<file path="src/rtl/stb_host_reader.sv">
// stb_host_reader: host-side sequencer for the stream trace buffer.
// On an accepted start it writes one control word, then consumes status words
// until the trigger bit is seen. It then drains NUM_WORDS trace words and emits
// each word LSB-byte-first on a byte ready/valid stream.
// Optional build macro STB_HOST_TIMEOUT_EN bounds the trigger wait to
// TIMEOUT_CYCLES cycles and reports an expiry on the sticky ERROR_O flag.
//
// state      | meaning
// -----------+------------------------------------------------------
// IDLE       | waiting for START_I
// SEND_CTRL  | presenting the control word until it is accepted
// WAIT_TRIG  | accepting status words until the trigger bit is seen
// READ_WORD  | accepting the next trace word
// SHIFT_OUT  | emitting the captured word one byte at a time
// DONE       | one-cycle completion pulse, then back to IDLE

module stb_host_reader #(
  parameter int CONTROL_BITS   = 32,
  parameter int STATUS_BITS    = 16,
  parameter int TRG_BIT        = 0,
  parameter int DATA_WIDTH     = 32,
  parameter int NUM_WORDS      = 64,
  parameter int TIMEOUT_CYCLES = 1000000
) (
  input  logic                    CLK_I,
  input  logic                    RST_NI,
  input  logic                    START_I,
  input  logic [CONTROL_BITS-1:0] CONFIG_I,
  output logic                    BUSY_O,
  output logic                    DONE_O,
  output logic                    ERROR_O,
  output logic                    CONTROL_VALID_O,
  input  logic                    CONTROL_READY_I,
  output logic [CONTROL_BITS-1:0] CONTROL_O,
  input  logic                    STATUS_VALID_I,
  output logic                    STATUS_READY_O,
  input  logic [STATUS_BITS-1:0]  STATUS_I,
  input  logic                    DATA_VALID_I,
  output logic                    DATA_READY_O,
  input  logic [DATA_WIDTH-1:0]   DATA_I,
  output logic                    BYTE_VALID_O,
  input  logic                    BYTE_READY_I,
  output logic [7:0]              BYTE_O
);

  localparam int NBYTES = DATA_WIDTH / 8;
  localparam int WCW    = $clog2(NUM_WORDS) + 1;
  localparam int BCW    = $clog2(NBYTES) + 1;
  localparam logic [WCW-1:0] LAST_WORD = WCW'(NUM_WORDS - 1);
  localparam logic [BCW-1:0] LAST_BYTE = BCW'(NBYTES - 1);

  typedef enum logic [2:0] {
    S_IDLE,
    S_SEND_CTRL,
    S_WAIT_TRIG,
    S_READ_WORD,
    S_SHIFT_OUT,
    S_DONE
  } state_e;

  state_e                  state_q, state_d;
  logic [CONTROL_BITS-1:0] ctrl_q, ctrl_d;
  logic [DATA_WIDTH-1:0]   shift_q, shift_d;
  logic [WCW-1:0]          word_cnt_q, word_cnt_d;
  logic [BCW-1:0]          byte_cnt_q, byte_cnt_d;
  logic                    busy_q, busy_d;
  logic                    done_q, done_d;
  logic                    ctrl_valid_q, ctrl_valid_d;
  logic                    status_ready_q, status_ready_d;
  logic                    data_ready_q, data_ready_d;
  logic                    byte_valid_q, byte_valid_d;
  logic [1:0]              rst_sync_q;
  logic                    rst_n_int;

`ifdef STB_HOST_TIMEOUT_EN
  localparam int TCW = $clog2(TIMEOUT_CYCLES + 1);
  logic [TCW-1:0] tmo_q, tmo_d;
  logic           error_q, error_d;
`else
  logic [31:0]    unused_timeout;
  assign unused_timeout = 32'(TIMEOUT_CYCLES);
`endif

  // Only the trigger bit of the status word steers the sequencer.
  logic unused_status;
  assign unused_status = ^STATUS_I;

  // Reset asserts immediately and releases two clocks after RST_NI rises.
  always_ff @(posedge CLK_I or negedge RST_NI) begin
    if (!RST_NI) rst_sync_q <= 2'b00;
    else         rst_sync_q <= {rst_sync_q[0], 1'b1};
  end
  assign rst_n_int = rst_sync_q[1];

  // Next-state, datapath and registered-output logic of the sequencer.
  always_comb begin
    state_d    = state_q;
    ctrl_d     = ctrl_q;
    shift_d    = shift_q;
    word_cnt_d = word_cnt_q;
    byte_cnt_d = byte_cnt_q;
`ifdef STB_HOST_TIMEOUT_EN
    tmo_d      = tmo_q;
    error_d    = error_q;
`endif
    case (state_q)
      S_IDLE: begin
        if (START_I) begin
          ctrl_d  = CONFIG_I;
          state_d = S_SEND_CTRL;
`ifdef STB_HOST_TIMEOUT_EN
          error_d = 1'b0;
`endif
        end
      end
      S_SEND_CTRL: begin
        if (ctrl_valid_q && CONTROL_READY_I) begin
          state_d = S_WAIT_TRIG;
`ifdef STB_HOST_TIMEOUT_EN
          tmo_d   = TCW'(TIMEOUT_CYCLES - 1);
`endif
        end
      end
      S_WAIT_TRIG: begin
        if (status_ready_q && STATUS_VALID_I && STATUS_I[TRG_BIT]) begin
          word_cnt_d = '0;
          state_d    = S_READ_WORD;
        end
`ifdef STB_HOST_TIMEOUT_EN
        // Down-counter reaches terminal count on the last permitted cycle.
        else if (tmo_q == '0) begin
          error_d = 1'b1;
          state_d = S_DONE;
        end else begin
          tmo_d = tmo_q - 1'b1;
        end
`endif
      end
      S_READ_WORD: begin
        if (data_ready_q && DATA_VALID_I) begin
          shift_d    = DATA_I;
          byte_cnt_d = '0;
          state_d    = S_SHIFT_OUT;
        end
      end
      S_SHIFT_OUT: begin
        if (byte_valid_q && BYTE_READY_I) begin
          shift_d    = shift_q >> 8;
          byte_cnt_d = byte_cnt_q + 1'b1;
          if (byte_cnt_q == LAST_BYTE) begin
            if (word_cnt_q == LAST_WORD) begin
              state_d = S_DONE;
            end else begin
              word_cnt_d = word_cnt_q + 1'b1;
              state_d    = S_READ_WORD;
            end
          end
        end
      end
      S_DONE: begin
        state_d = S_IDLE;
      end
      default: begin
        state_d = S_IDLE;
      end
    endcase

    // Handshake outputs are registered copies of the upcoming state.
    busy_d         = (state_d != S_IDLE);
    done_d         = (state_d == S_DONE);
    ctrl_valid_d   = (state_d == S_SEND_CTRL);
    status_ready_d = (state_d == S_WAIT_TRIG);
    data_ready_d   = (state_d == S_READ_WORD);
    byte_valid_d   = (state_d == S_SHIFT_OUT);
  end

  // State, datapath and output registers.
  always_ff @(posedge CLK_I or negedge rst_n_int) begin
    if (!rst_n_int) begin
      state_q        <= S_IDLE;
      ctrl_q         <= '0;
      shift_q        <= '0;
      word_cnt_q     <= '0;
      byte_cnt_q     <= '0;
      busy_q         <= 1'b0;
      done_q         <= 1'b0;
      ctrl_valid_q   <= 1'b0;
      status_ready_q <= 1'b0;
      data_ready_q   <= 1'b0;
      byte_valid_q   <= 1'b0;
    end else begin
      state_q        <= state_d;
      ctrl_q         <= ctrl_d;
      shift_q        <= shift_d;
      word_cnt_q     <= word_cnt_d;
      byte_cnt_q     <= byte_cnt_d;
      busy_q         <= busy_d;
      done_q         <= done_d;
      ctrl_valid_q   <= ctrl_valid_d;
      status_ready_q <= status_ready_d;
      data_ready_q   <= data_ready_d;
      byte_valid_q   <= byte_valid_d;
    end
  end

`ifdef STB_HOST_TIMEOUT_EN
  // Trigger-wait timer and sticky timeout flag.
  always_ff @(posedge CLK_I or negedge rst_n_int) begin
    if (!rst_n_int) begin
      tmo_q   <= '0;
      error_q <= 1'b0;
    end else begin
      tmo_q   <= tmo_d;
      error_q <= error_d;
    end
  end
  assign ERROR_O = error_q;
`else
  assign ERROR_O = 1'b0;
`endif

  assign BUSY_O          = busy_q;
  assign DONE_O          = done_q;
  assign CONTROL_VALID_O = ctrl_valid_q;
  assign CONTROL_O       = ctrl_q;
  assign STATUS_READY_O  = status_ready_q;
  assign DATA_READY_O    = data_ready_q;
  assign BYTE_VALID_O    = byte_valid_q;
  assign BYTE_O          = shift_q[7:0];

endmodule

</file>
<file path="config.mk">
export PLATFORM = sky130hd
export DESIGN_NAME = stb_host_reader
export DESIGN_NICKNAME = d
export VERILOG_FILES = /design/src/rtl/stb_host_reader.sv
export SDC_FILE = /design/constraint.sdc
export NUM_CORES = 1
export LEC_CHECK = 0
export CAP_MARGIN = 30
export CORE_MARGIN = 5
export CORE_UTILIZATION = 41
export DETAILED_ROUTE_END_ITERATION = 7
export PLACE_DENSITY = 0.81
export RECOVER_POWER = 50
export SLEW_MARGIN = 20
export SYNTH_ARGS = -nofsm -noshare
export SYNTH_HDL_FRONTEND = slang
export SYNTH_SLANG_ARGS = --single-unit
export TNS_END_PERCENT = 20
</file>
<file path="constraint.sdc">
create_clock -name CLK_I -period 3.2 [get_ports CLK_I]
set_input_delay 0.8 -clock CLK_I [delete_from_list [all_inputs] [get_ports CLK_I]]
set_output_delay 0.8 -clock CLK_I [all_outputs]
set_load 0.02 [all_outputs]
</file>
Yosys cells after proc, flatten, opt, wreduce, memory -nomap -nowiden
Cells that the tools add are included.
Word-level totals
  bits in registers: 85
  output and inout port bits: 47
  bits of input ports: 87
  word-level logic and storage cells: 61
Cells by class
  eq/ne operators: 16
  add/subtract/negate cells: 2
  multiplexer cells: 19
  reduce and logical (&&, ||, !) cells: 12
Operators by type and width (count)
  32-bit 2-to-1 mux: 2
  32-bit case mux with 2 select lines: 1
  7-bit 2-to-1 mux: 4
  3-bit 2-to-1 mux: 9
  3-bit by 2-bit == test with 1-bit output (second input constant): 5
  3-bit case mux with 5 select lines: 1
  7-bit case mux with 2 select lines: 1
  2-bit != test (second input constant): 5
  3-bit == test (second input constant): 3
  7-bit by 1-bit adder with 7-bit output (second input constant): 1
  7-bit by 6-bit == test with 1-bit output (second input constant): 1
  3-bit by 1-bit == test with 1-bit output (second input constant): 2
  3-bit case mux with 2 select lines: 1
  1-bit logical AND: 5
  5-bit AND reduction: 1
  2-bit nonzero test: 2
  3-bit by 1-bit adder with 3-bit output (second input constant): 1
  3-bit logical NOT: 1
  3-bit AND reduction: 1
  3-bit nonzero test: 1
  2-bit AND reduction: 1

Longest topological paths before layout
Gate-level depths: netlist (run 1).
  depth after elaboration: 6
  mapped depth: 8
  depth with buffers taken out: 6

Least setup slack after synthesis (run 1)
OpenSTA, ideal clock, no wires.
  path kind: input to register
  from: input BYTE_READY_I
  to: register shift_q[27]
  data required time: 3.083 ns
  stages on the path: 7
  setup time: 0.117 ns
  setup slack: 1.356 ns
  arrival: 1.728 ns
  buffers on the path: 3
  cell sequence: and3_1 buf_4 a32o_1 buf_4 buf_4 nand3_1 nand2_1
Between the ends
  longest elaborated chain between the ends: 3
RTL lines
  start: declaration: RTL line 42  | input logic BYTE_READY_I,
  1-bit logical AND: RTL line 147  | if (byte_valid_q && BYTE_READY_I) begin
  2-bit != test (no line)
  3-bit AND reduction (no line)
  end signal: assignment: RTL line 194  | shift_q <= shift_d;
  end: declaration: RTL line 63  | logic [DATA_WIDTH-1:0] shift_q, shift_d;
Every way passes these cells.
A chain may end at the register's enable or synchronous reset.

Worst setup path in the final report (run 1)
  from: input BYTE_READY_I
  to: register status_ready_q (netlist: STATUS_READY_O)
Between the ends
  longest elaborated chain between the ends: 4
RTL lines
  1-bit logical AND: RTL line 147
  3-bit 2-to-1 mux: RTL line 147
  3-bit case mux with 5 select lines: RTL line 106  | case (state_q)
  net state_d[0]: RTL line 61  | state_e state_q, state_d;
  3-bit by 2-bit == test with 1-bit output: RTL line 172  | status_ready_d = (state_d == S_WAIT_TRIG);
  net status_ready_d: RTL line 69  | logic status_ready_q, status_ready_d;
  end signal: assignment: RTL line 200  | status_ready_q <= status_ready_d;
  end: declaration: RTL line 69
The timed path passes the listed nets, and every way through them passes these cells.

==> run_results.csv, run 1 <==
group,metric,value,unit
placement,pre_cts_ws,0.6182,ns
die,die-area,11040,µm²
timing,rsz0062_at_grt,"false",
pwr,sw_frac_of_total,0.3450,
detailed_routing,met3WireLength,501,µm
clock_network,clk_latency,0.34,ns
yosys,yosysSeqAreaShare,0.5741,
setup_path,cp-end-kind,"flip-flop",
detailed_routing,met2WireLength,4190,µm
timing,holdWs,0.3587,ns
yosys,syn-cell-area,3705,µm²
die,io_pins,134,
setup_path,timing.critical_path.mode_cell,"and3_1",
yosys,synth_commonest_cells,"dfrtp_1 (85), nand2_1 (70), mux2_2 (30), nor2_1 (30), a31oi_1 (25)",
cells_and_area,n_antenna_cell,0,
clock_network,cts.clk_slew.worst_paths,0.08,ns
setup_path,slowest_stage,"nor4_1",
cells_and_area,fin_nets,530,
die,fp.dieH,105.1,µm
yosys,synth.ff_latch_count,85,
cells_and_area,layoutNonFillerInstCount,552,
clock_network,cts-resized-gates,0,
pwr,pwr-share-clk,0.183,
setup_path,worstSetupPathType,"in2reg",
yosys,syn_nets,426,
detailed_routing,via_count,2802,
detailed_routing,drt_iter0_drc,173,
setup_path,r2r_slack,1.12,ns
placement,gp_congestion,0.8065,
setup_path,r2r_cells,5,
pwr,p_sw,0.001543,W
pwr,p_leak,2.212,nW
worst_hold_path,min_path_cells,0,
timing,worst_pin_slew,1.634,ns
timing,worst_slack,0.6467,ns
placement,place_hpwl,6258,µm
job,drv_cap,1,
setup_path,cp_max_fo,7,
grt,grt_use_total,0.1581,
setup_path,max_stage_delay,0.63,ns
setup_path,crit_chain,"dlygate4sd3_1 -> and3_1 -> and3_1 -> nor4_1 -> inv_2 -> nor3_2",
clock_network,ctsHoldBuffers,0,
setup_path,required,3.46,ns
timing,hold_violations,0,
clock_network,cts_setup_buffers,0,
placement,io_buffers,117,
grt,grt_pass1_wl,14220,µm
cells_and_area,area_delta_synth_final,36.71,%
placement,dp_cells,536,
yosys,synth.top_cell.area_share,0.5741,
outcome,violations,"max-capacitance violations, max-slew violations",
die,initial_core_util,0.4228,
worst_hold_path,hp-class,"reg2reg",
clock_network,root_buffer,"clkbuf_8",
cells_and_area,drive_above_1_share,0.1261,
clock_network,cts_sinks,85,
grt,grt_max_degree,58,
setup_path,startpoint_type,"input port",
timing,finalCriticalPeriod,2.553,ns
detailed_routing,routed.top_layer,"met4",
yosys,yosys_warnings,0,
yosys,synth_edf_count,0,
detailed_routing,dr.pass1.iters,4,
detailed_routing,wire_per_inst,15.33,µm
yosys,ys_async_sr_fraction,1.000,
timing,slew_headroom,-0.08956,
detailed_routing,wl_met1,3680,µm
setup_path,r2r_end,"STATUS_READY_O",
grt,grt_overflow,0,
grt,grt_pass1_vias,2825,
clock_network,clockBufferDepth,2,
yosys,synth_area_leaders,"dfrtp_1 (57%), mux2_2 (9.1%), nand2_1 (7.1%)",
setup_path,r2r-start,"state_q[0]",
pwr,p_comb_frac,0.414,
pwr,powerDensity,883.1,nW/µm²
detailed_routing,post_drt_via_cell_ratio,5.076,
yosys,yosysMostFrequentCell,"dfrtp_1",
yosys,syn_inst,335,
detailed_routing,final_antenna_net_count,0,
yosys,netlist-cell-type-count,47,
worst_hold_path,hold_path_startpoint,"rst_sync_q[0]",
yosys,synthFlopType,"dfrtp_1",
die,num_rows,34,
clock_network,numCtsBuffers,9,
cells_and_area,fillers,760,
timing,tns,0,ns
timing,setup_viol,0,
timing,fmax,391.6,MHz
pwr,power.internal,0.002929,W
grt,antenna_found_initial,0,
yosys,syn_area_per_cell,11.06,µm²
die,fp.coreArea,8763,µm²
clock_network,cts_tree,"built",
timing,post-route-period-util,0.7979,
detailed_routing,wl,8461,µm
outcome,status,"complete, but fails checks",
timing,skew,0.007645,ns
yosys,yosysTopAreaCell,"dfrtp_1",
worst_hold_path,hold_end,"rst_sync_q[1]",
die,chipWidth,105.1,µm
pwr,irDropWorstVdd,0.2700,mV
setup_path,worstPathArrival,2.82,ns
detailed_routing,post-route-drc-count,0,
clock_network,h-tree-depth,3,
pwr,p_seq_frac,0.403,
timing,slew_viol_final,40,
state kept, by name, summed over array words and instances (netlist names):
name	flops
word_cnt_q	7
DATA_READY_O	1
BUSY_O	1
STATUS_READY_O	1
byte_cnt_q	3
CONTROL_O	32
shift_q	32
CONTROL_VALID_O	1
rst_sync_q	2
BYTE_VALID_O	1
state_q	3
DONE_O	1
routing by layer:
metal	GRT usage	vias to the layer above
li1	-	1356
met4	0.04018	0
met5	0	-
met3	0.04501	8
met1	0.1985	1332
met2	0.2689	106
critical path: cells and delay by family:
family / cells / cell delay [ns]
buffers and inverters: 2 / 0.66
and+or+nand+nor: 4 / 1.35
cell type report:
cell class / instances / area, µm² / share of cell area
clock inverters: 5 / 83.83 / 0.01655
clock buffers: 11 / 131.4 / 0.02594
repair buffers: 122 / 1231 / 0.2431
inverters: 2 / 7.507 / 0.001482
multi-input cells: 219 / 1349 / 0.2663
flip-flops and latches: 85 / 2127 / 0.4200
well taps: 108 / 135.1 / 0.02668
worst max path at each step:
stage	from	endpoint	slack [ns]	cells past startpoint
floorplan	rst_sync_q[1]	BUSY_O	0.66	0
global placement	BYTE_READY_I	byte_cnt_q[2]	0.67	5
detailed placement	BYTE_READY_I	byte_cnt_q[2]	0.62	5
CTS	BYTE_READY_I	byte_cnt_q[2]	0.92	5
global route	BYTE_READY_I	STATUS_READY_O	0.56	6
finish	BYTE_READY_I	STATUS_READY_O	0.65	6
logic make-up (layout without fill, tap and decap cells):
family / count (synthesis) / count (layout) / share of synthesized area
DFF: 85 / 85 / 0.5741
and+or+nand+nor: 139 / 139 / 0.1837
AOI/OAI and AO/OA: 38 / 38 / 0.06755
buffers and inverters: 31 / 140 / 0.05066
muxes: 36 / 36 / 0.1084
other: 2 / 2 / 0.002027
adders and majority gates: 4 / 4 / 0.01351
power groups by stage:
stage | Combinational [W] | Sequential, W | Clock (W)
floorplan | 0.000916 | 0.00205 | 0
global placement | 0.00184 | 0.00182 | 0
detailed placement | 0.00190 | 0.00184 | 0
CTS | 0.00190 | 0.00182 | 0.000843
global route | 0.00199 | 0.00187 | 0.000891
finish | 0.00185 | 0.00180 | 0.000817
through the flow:
stage / util / instance area (µm²) / total power (W)
global route: 0.5780 / 5065 / 0.004754
global placement: 0.5567 / 4878 / 0.003657
floorplan: - / 3705 / 0.002967
finish: 0.5780 / 5065 / 0.004473
CTS: 0.5835 / 5114 / 0.004568
detailed placement: 0.5590 / 4898 / 0.003743
cell usage in the layout (no fill, tap or decap), types with 2 or more instances in the layout:
master,n
mux2i_1,3
clkdlybuf4s50_1,115
and2_0,2
dfrtp_1,85
o21ai_0,2
clkbuf_8,9
nor4_1,2
dlygate4sd3_1,2
conb_1,2
nand4_1,4
ha_1,4
nor2_1,30
a21oi_1,2
and3_1,5
and4b_1,2
nand3_1,10
clkinvlp_4,2
mux2_2,30
bufinv_16,2
and2_1,2
buf_4,2
nand2_1,70
nor3_2,2
clkbuf_1,2
a31oi_1,25
buf_12,2
mux2_1,3
(Power assumes the default switching activity.)
==> run 2: changes to the inputs <==
==> constraint.sdc (replaced) <==
create_clock -name CLK_I -period 2.6 [get_ports CLK_I]
set_input_delay 0.65 -clock CLK_I [delete_from_list [all_inputs] [get_ports CLK_I]]
set_output_delay 0.65 -clock CLK_I [all_outputs]
set_load 0.02 [all_outputs]
==> run 2 against run 1 <==
Effect of this change:
- the flow still finishes with violations (max-capacitance violations, max-slew violations)
- clock skew grew 0.00072 ns
- via count shrank 1.9%
- utilization grew 0.26 points
- combinational power grew 24%
- critical path type unchanged
- largest cell class unchanged
- largest power group unchanged
- highest routed layer unchanged
==> run_results.csv, run 2 (same netlist as run 1, synthesis figures left out) <==
group,metric,value,unit
outcome,status,"complete, but fails checks",
grt,grt_pass1_vias,2872,
die,fp.dieH,105.1,µm
clock_network,cts_setup_buffers,0,
timing,fmax,460.5,MHz
detailed_routing,final_antenna_net_count,0,
clock_network,h-tree-depth,3,
detailed_routing,post-route-drc-count,0,
setup_path,worstPathArrival,2.39,ns
timing,finalCriticalPeriod,2.172,ns
placement,dp_cells,537,
timing,post-route-period-util,0.8353,
clock_network,ctsHoldBuffers,0,
die,chipWidth,105.1,µm
cells_and_area,drive_above_1_share,0.1351,
cells_and_area,layoutNonFillerInstCount,552,
timing,setup_viol,0,
cells_and_area,multi_input_area,1385,µm²
placement,io_buffers,117,
grt,grt_use_total,0.1521,
pwr,powerDensity,1070,nW/µm²
job,drv_cap,1,
clock_network,clockBufferDepth,2,
detailed_routing,post_drt_via_cell_ratio,4.978,
setup_path,cp-end-kind,"flip-flop",
placement,place_hpwl,6158,µm
detailed_routing,dr.pass1.iters,4,
timing,slew_headroom,-0.02603,
setup_path,required,2.82,ns
timing,holdWs,0.3562,ns
grt,grt_pass1_wl,14030,µm
timing,worst_pin_slew,1.539,ns
cells_and_area,fin_util,0.5805,
timing,hold_violations,0,
grt,antenna_found_initial,0,
clock_network,cts_sinks,85,
die,initial_core_util,0.4228,
clock_network,cts.clk_slew.worst_paths,0.08,ns
setup_path,worstSetupPathType,"in2reg",
die,io_pins,134,
setup_path,startpoint_type,"input port",
timing,slew_viol_final,38,
setup_path,cp_max_fo,32,
cells_and_area,fillers,757,
timing,rsz0062_at_grt,"false",
detailed_routing,via_count,2748,
cells_and_area,seq_area,2127,µm²
pwr,irDropWorstVdd,0.3757,mV
placement,gp_congestion,0.7912,
die,num_rows,34,
detailed_routing,wl,8199,µm
cells_and_area,area_delta_synth_final,37.32,%
clock_network,numCtsBuffers,9,
clock_network,clk_latency,0.33,ns
outcome,violations,"max-capacitance violations, max-slew violations",
setup_path,crit_chain,"clkdlybuf4s50_1 -> nor4b_4 -> clkbuf_2 -> mux2_2",
setup_path,slowest_stage,"clkbuf_2",
die,die-area,11040,µm²
cells_and_area,layout_commonest_cell,"clkdlybuf4s50_1",
cells_and_area,fin_nets,531,
clock_network,cts-resized-gates,0,
clock_network,cts_tree,"built",
timing,skew,0.008365,ns
grt,grt_max_degree,58,
timing,tns,0,ns
detailed_routing,drt_iter0_drc,144,
cells_and_area,layout_common_cells,"clkdlybuf4s50_1 (115), dfrtp_1 (85), nand2_1 (70)",
detailed_routing,wire_per_inst,14.85,µm
die,fp.coreArea,8763,µm²
cells_and_area,n_antenna_cell,0,
pwr,p_leak,2.233,nW
setup_path,max_stage_delay,0.64,ns
worst_hold_path,hp-class,"reg2reg",
clock_network,root_buffer,"clkbuf_8",
grt,grt_overflow,0,
## run 2: path summary, 6_finish.rpt
path / end / cells past startpoint / from / slack, ns
setup / recovery: CONTROL_O[12] / 4 / START_I / 0.43
hold / removal: rst_sync_q[1] / 0 / rst_sync_q[0] / 0.36
setup reg to reg: CONTROL_O[12] / 3 / state_q[0] / 0.60
hold reg to reg: rst_sync_q[1] / 0 / rst_sync_q[0] / 0.36
max in group asynchronous: CONTROL_O[15] / 0 / rst_sync_q[1] / 1.06
min in group asynchronous: rst_sync_q[0] / 1 / RST_NI / 0.55
## run 2: area by class of cell
type,count,area share
Sequential cell,85,0.4181
Multi-Input combinational cell,219,0.2723
Timing Repair Buffer,123,0.2442
Clock buffer,11,0.02779
Tap cell,108,0.02656
Clock inverter,4,0.009592
Inverter,2,0.001476
## run 2: power by group
group | internal [W] | switching [W]
logic | 0.00119 | 0.00111
clock network | 0.000465 | 0.000440
registers | 0.00189 | 0.000347
total | 0.00355 | 0.00190
## run 2: per-layer routing
metal  vias up  part of all wire  GRT usage
met4         0            0.0044    0.03562
met2        91              0.49     0.2536
met5         -                 0          0
met3         5             0.060    0.03822
li1       1350                 -          -
met1      1302              0.45     0.1998
## run 2: through the flow
step	instance area [µm²]	power [W]	worst slack [ns]
global route	5087	0.005781	0.3208
finish	5087	0.005442	0.4282
detailed placement	4926	0.004635	0.3747
floorplan	3705	0.003652	0.05726
CTS	5116	0.005543	0.5920
global placement	4898	0.004520	0.4032
## run 2: critical path: cells and delay by family
family | cells | cell delay [ns]
buffers and inverters | 2 | 1.12
and+or+nand+nor | 1 | 0.18
muxes | 1 | 0.41
==> run 3: changes to the inputs <==
--- a/config.mk
+++ b/config.mk
@@ -7,9 +7,9 @@
 export LEC_CHECK = 0
 export CAP_MARGIN = 30
 export CORE_MARGIN = 5
-export CORE_UTILIZATION = 41
+export CORE_UTILIZATION = 40
 export DETAILED_ROUTE_END_ITERATION = 7
-export PLACE_DENSITY = 0.81
+export PLACE_DENSITY = 0.83
 export RECOVER_POWER = 50
 export SLEW_MARGIN = 20
 export SYNTH_ARGS = -nofsm -noshare
==> constraint.sdc (replaced) <==
create_clock -name CLK_I -period 1.95 [get_ports CLK_I]
set_input_delay 0.4875 -clock CLK_I [delete_from_list [all_inputs] [get_ports CLK_I]]
set_output_delay 0.4875 -clock CLK_I [all_outputs]
set_load 0.02 [all_outputs]
==> run 3 against run 2 <==
Effect of this change:
- the run now ends clean
- sequential share of layout area shrank 0.32 points
- clock power grew 34%
- highest routed layer unchanged
- flip-flop and latch count is the same
- setup slack lost 0.30 ns
==> run_results.csv, run 3 (same netlist as run 1, synthesis figures left out) <==
group,metric,value,unit
die,fp.coreArea,9153,µm²
setup_path,crit_chain,"ha_1 -> and3_1 -> and4b_1 -> or4_1 -> a21oi_1",
pwr,sw_frac_of_total,0.3464,
grt,grt_max_degree,58,
placement,dp_cells,548,
cells_and_area,fin_nets,539,
clock_network,ctsHoldBuffers,0,
clock_network,cts_setup_buffers,0,
pwr,p_comb_frac,0.429,
die,die-area,11290,µm²
timing,holdWs,0.3661,ns
placement,gp_congestion,0.8121,
die,num_rows,35,
clock_network,cts_tree,"built",
clock_network,cts.clk_slew.worst_paths,0.09,ns
timing,post-route-period-util,0.9337,
worst_hold_path,hp-class,"in2async",
timing,hold_violations,0,
clock_network,root_buffer,"clkbuf_8",
grt,grt_use_total,0.1568,
detailed_routing,wl,8464,µm
detailed_routing,post-route-drc-count,0,
die,initial_core_util,0.4048,
pwr,irDropWorstVdd,0.5256,mV
setup_path,required,2.21,ns
timing,rsz0062_at_grt,"false",
clock_network,clockBufferDepth,2,
setup_path,cp_max_fo,5,
grt,grt_pass1_vias,2962,
detailed_routing,dr.pass1.iters,4,
grt,antenna_found_initial,0,
detailed_routing,final_antenna_net_count,0,
clock_network,cts_sinks,85,
pwr,p_sw,0.002531,W
clock_network,cts-resized-gates,0,
timing,slew_headroom,0.4306,
pwr,powerDensity,1424,nW/µm²
detailed_routing,drt_iter0_drc,127,
pwr,pwr-share-clk,0.166,
setup_path,worstSetupPathType,"reg2reg",
timing,skew,0.01266,ns
timing,setup_viol,0,
placement,place_area,4982,µm²
setup_path,slowest_stage,"or4_1",
pwr,p_seq_frac,0.405,
cells_and_area,layout_commonest_cell,"clkdlybuf4s50_1",
cells_and_area,design_area,5130,µm²
detailed_routing,wire_per_inst,15.01,µm
detailed_routing,via_count,2772,
clock_network,numCtsBuffers,9,
timing,tns,0,ns
timing,worst_pin_slew,0.8541,ns
setup_path,startpoint_type,"flip-flop",
timing,finalCriticalPeriod,1.821,ns
clock_network,h-tree-depth,3,
grt,grt_pass1_wl,14310,µm
timing,slew_viol_final,0,
die,chipWidth,106.2,µm
setup_path,cp-end-kind,"flip-flop",
pwr,p_leak,2.259,nW
outcome,status,"finished clean",
timing,worst_slack,0.1293,ns
placement,place_hpwl,6418,µm
timing,fmax,549.3,MHz
setup_path,worstPathArrival,2.08,ns
placement,pre_cts_ws,-0.1153,ns
cells_and_area,layout_common_cells,"clkdlybuf4s50_1 (115), dfrtp_1 (84), nand2_1 (70)",
cells_and_area,layoutNonFillerInstCount,564,
job,drv_cap,0,
pwr,power.internal,0.004776,W
setup_path,max_stage_delay,0.50,ns
cells_and_area,drive_above_1_share,0.1523,
die,fp.dieH,106.2,µm
placement,io_buffers,117,
clock_network,clk_latency,0.34,ns
cells_and_area,area_delta_synth_final,38.47,%
die,io_pins,134,
detailed_routing,post_drt_via_cell_ratio,4.915,
grt,grt_overflow,0,
cells_and_area,n_antenna_cell,0,
## run 3: power groups by stage
stage / Clock (W) / Combinational [W] / Sequential (W)
6_report: 0.00121 / 0.00314 / 0.00296
3_3_place_gp: 0 / 0.00313 / 0.00295
2_1_floorplan: 0 / 0.00150 / 0.00337
5_1_grt: 0.00133 / 0.00339 / 0.00308
3_5_place_dp: 0 / 0.00322 / 0.00301
4_1_cts: 0.00125 / 0.00323 / 0.00298
## run 3: worst max-delay path, delay by kind of cell (launching register included)
| kind | cells | cell delay, ns |
|---|---|---|
| AOI/OAI and AO/OA | 1 | 0.16 |
| adders and majority gates | 1 | 0.22 |
| and+or+nand+nor | 3 | 0.94 |
| DFF | 1 | 0.42 |
## run 3: area by class of cell
| cell class | instances | area, µm² |
|---|---|---|
| Fill cell | 767 | 4023 |
| Clock inverter | 4 | 48.80 |
| Multi-Input combinational cell | 219 | 1376 |
| Sequential cell | 85 | 2128 |
| Inverter | 2 | 7.507 |
| Timing Repair Buffer | 131 | 1285 |
| Tap cell | 111 | 138.9 |
| Clock buffer | 12 | 145.1 |
## run 3: worst paths after layout
kind,from,to,slack (ns),cells past startpoint
worst max-delay path,word_cnt_q[0],word_cnt_q[5],0.13,5
worst min-delay path,RST_NI,rst_sync_q[0],0.37,1
worst max register to register,word_cnt_q[0],word_cnt_q[5],0.13,5
worst min register to register,rst_sync_q[0],rst_sync_q[1],0.37,0
max in group asynchronous,rst_sync_q[1],CONTROL_O[4],0.50,1
min in group CLK_I,rst_sync_q[0],rst_sync_q[1],0.37,0
## run 3: per-stage QoR
step / util / total power, W
after floorplan: - / 0.004869
after global placement: 0.5444 / 0.006076
after detailed placement: 0.5444 / 0.006234
after CTS: 0.5656 / 0.007459
after global routing: 0.5605 / 0.007793
final: 0.5605 / 0.007307
## run 3: per-layer routing
metal | part of all wire | track usage | wire, µm | vias up
met3 | 0.053 | 0.03947 | 446 | 5
met4 | 0.0056 | 0.03885 | 47 | 0
met1 | 0.45 | 0.2002 | 3840 | 1303
met5 | 0 | 0 | 0 | -
met2 | 0.49 | 0.2670 | 4130 | 91
li1 | - | - | - | 1373
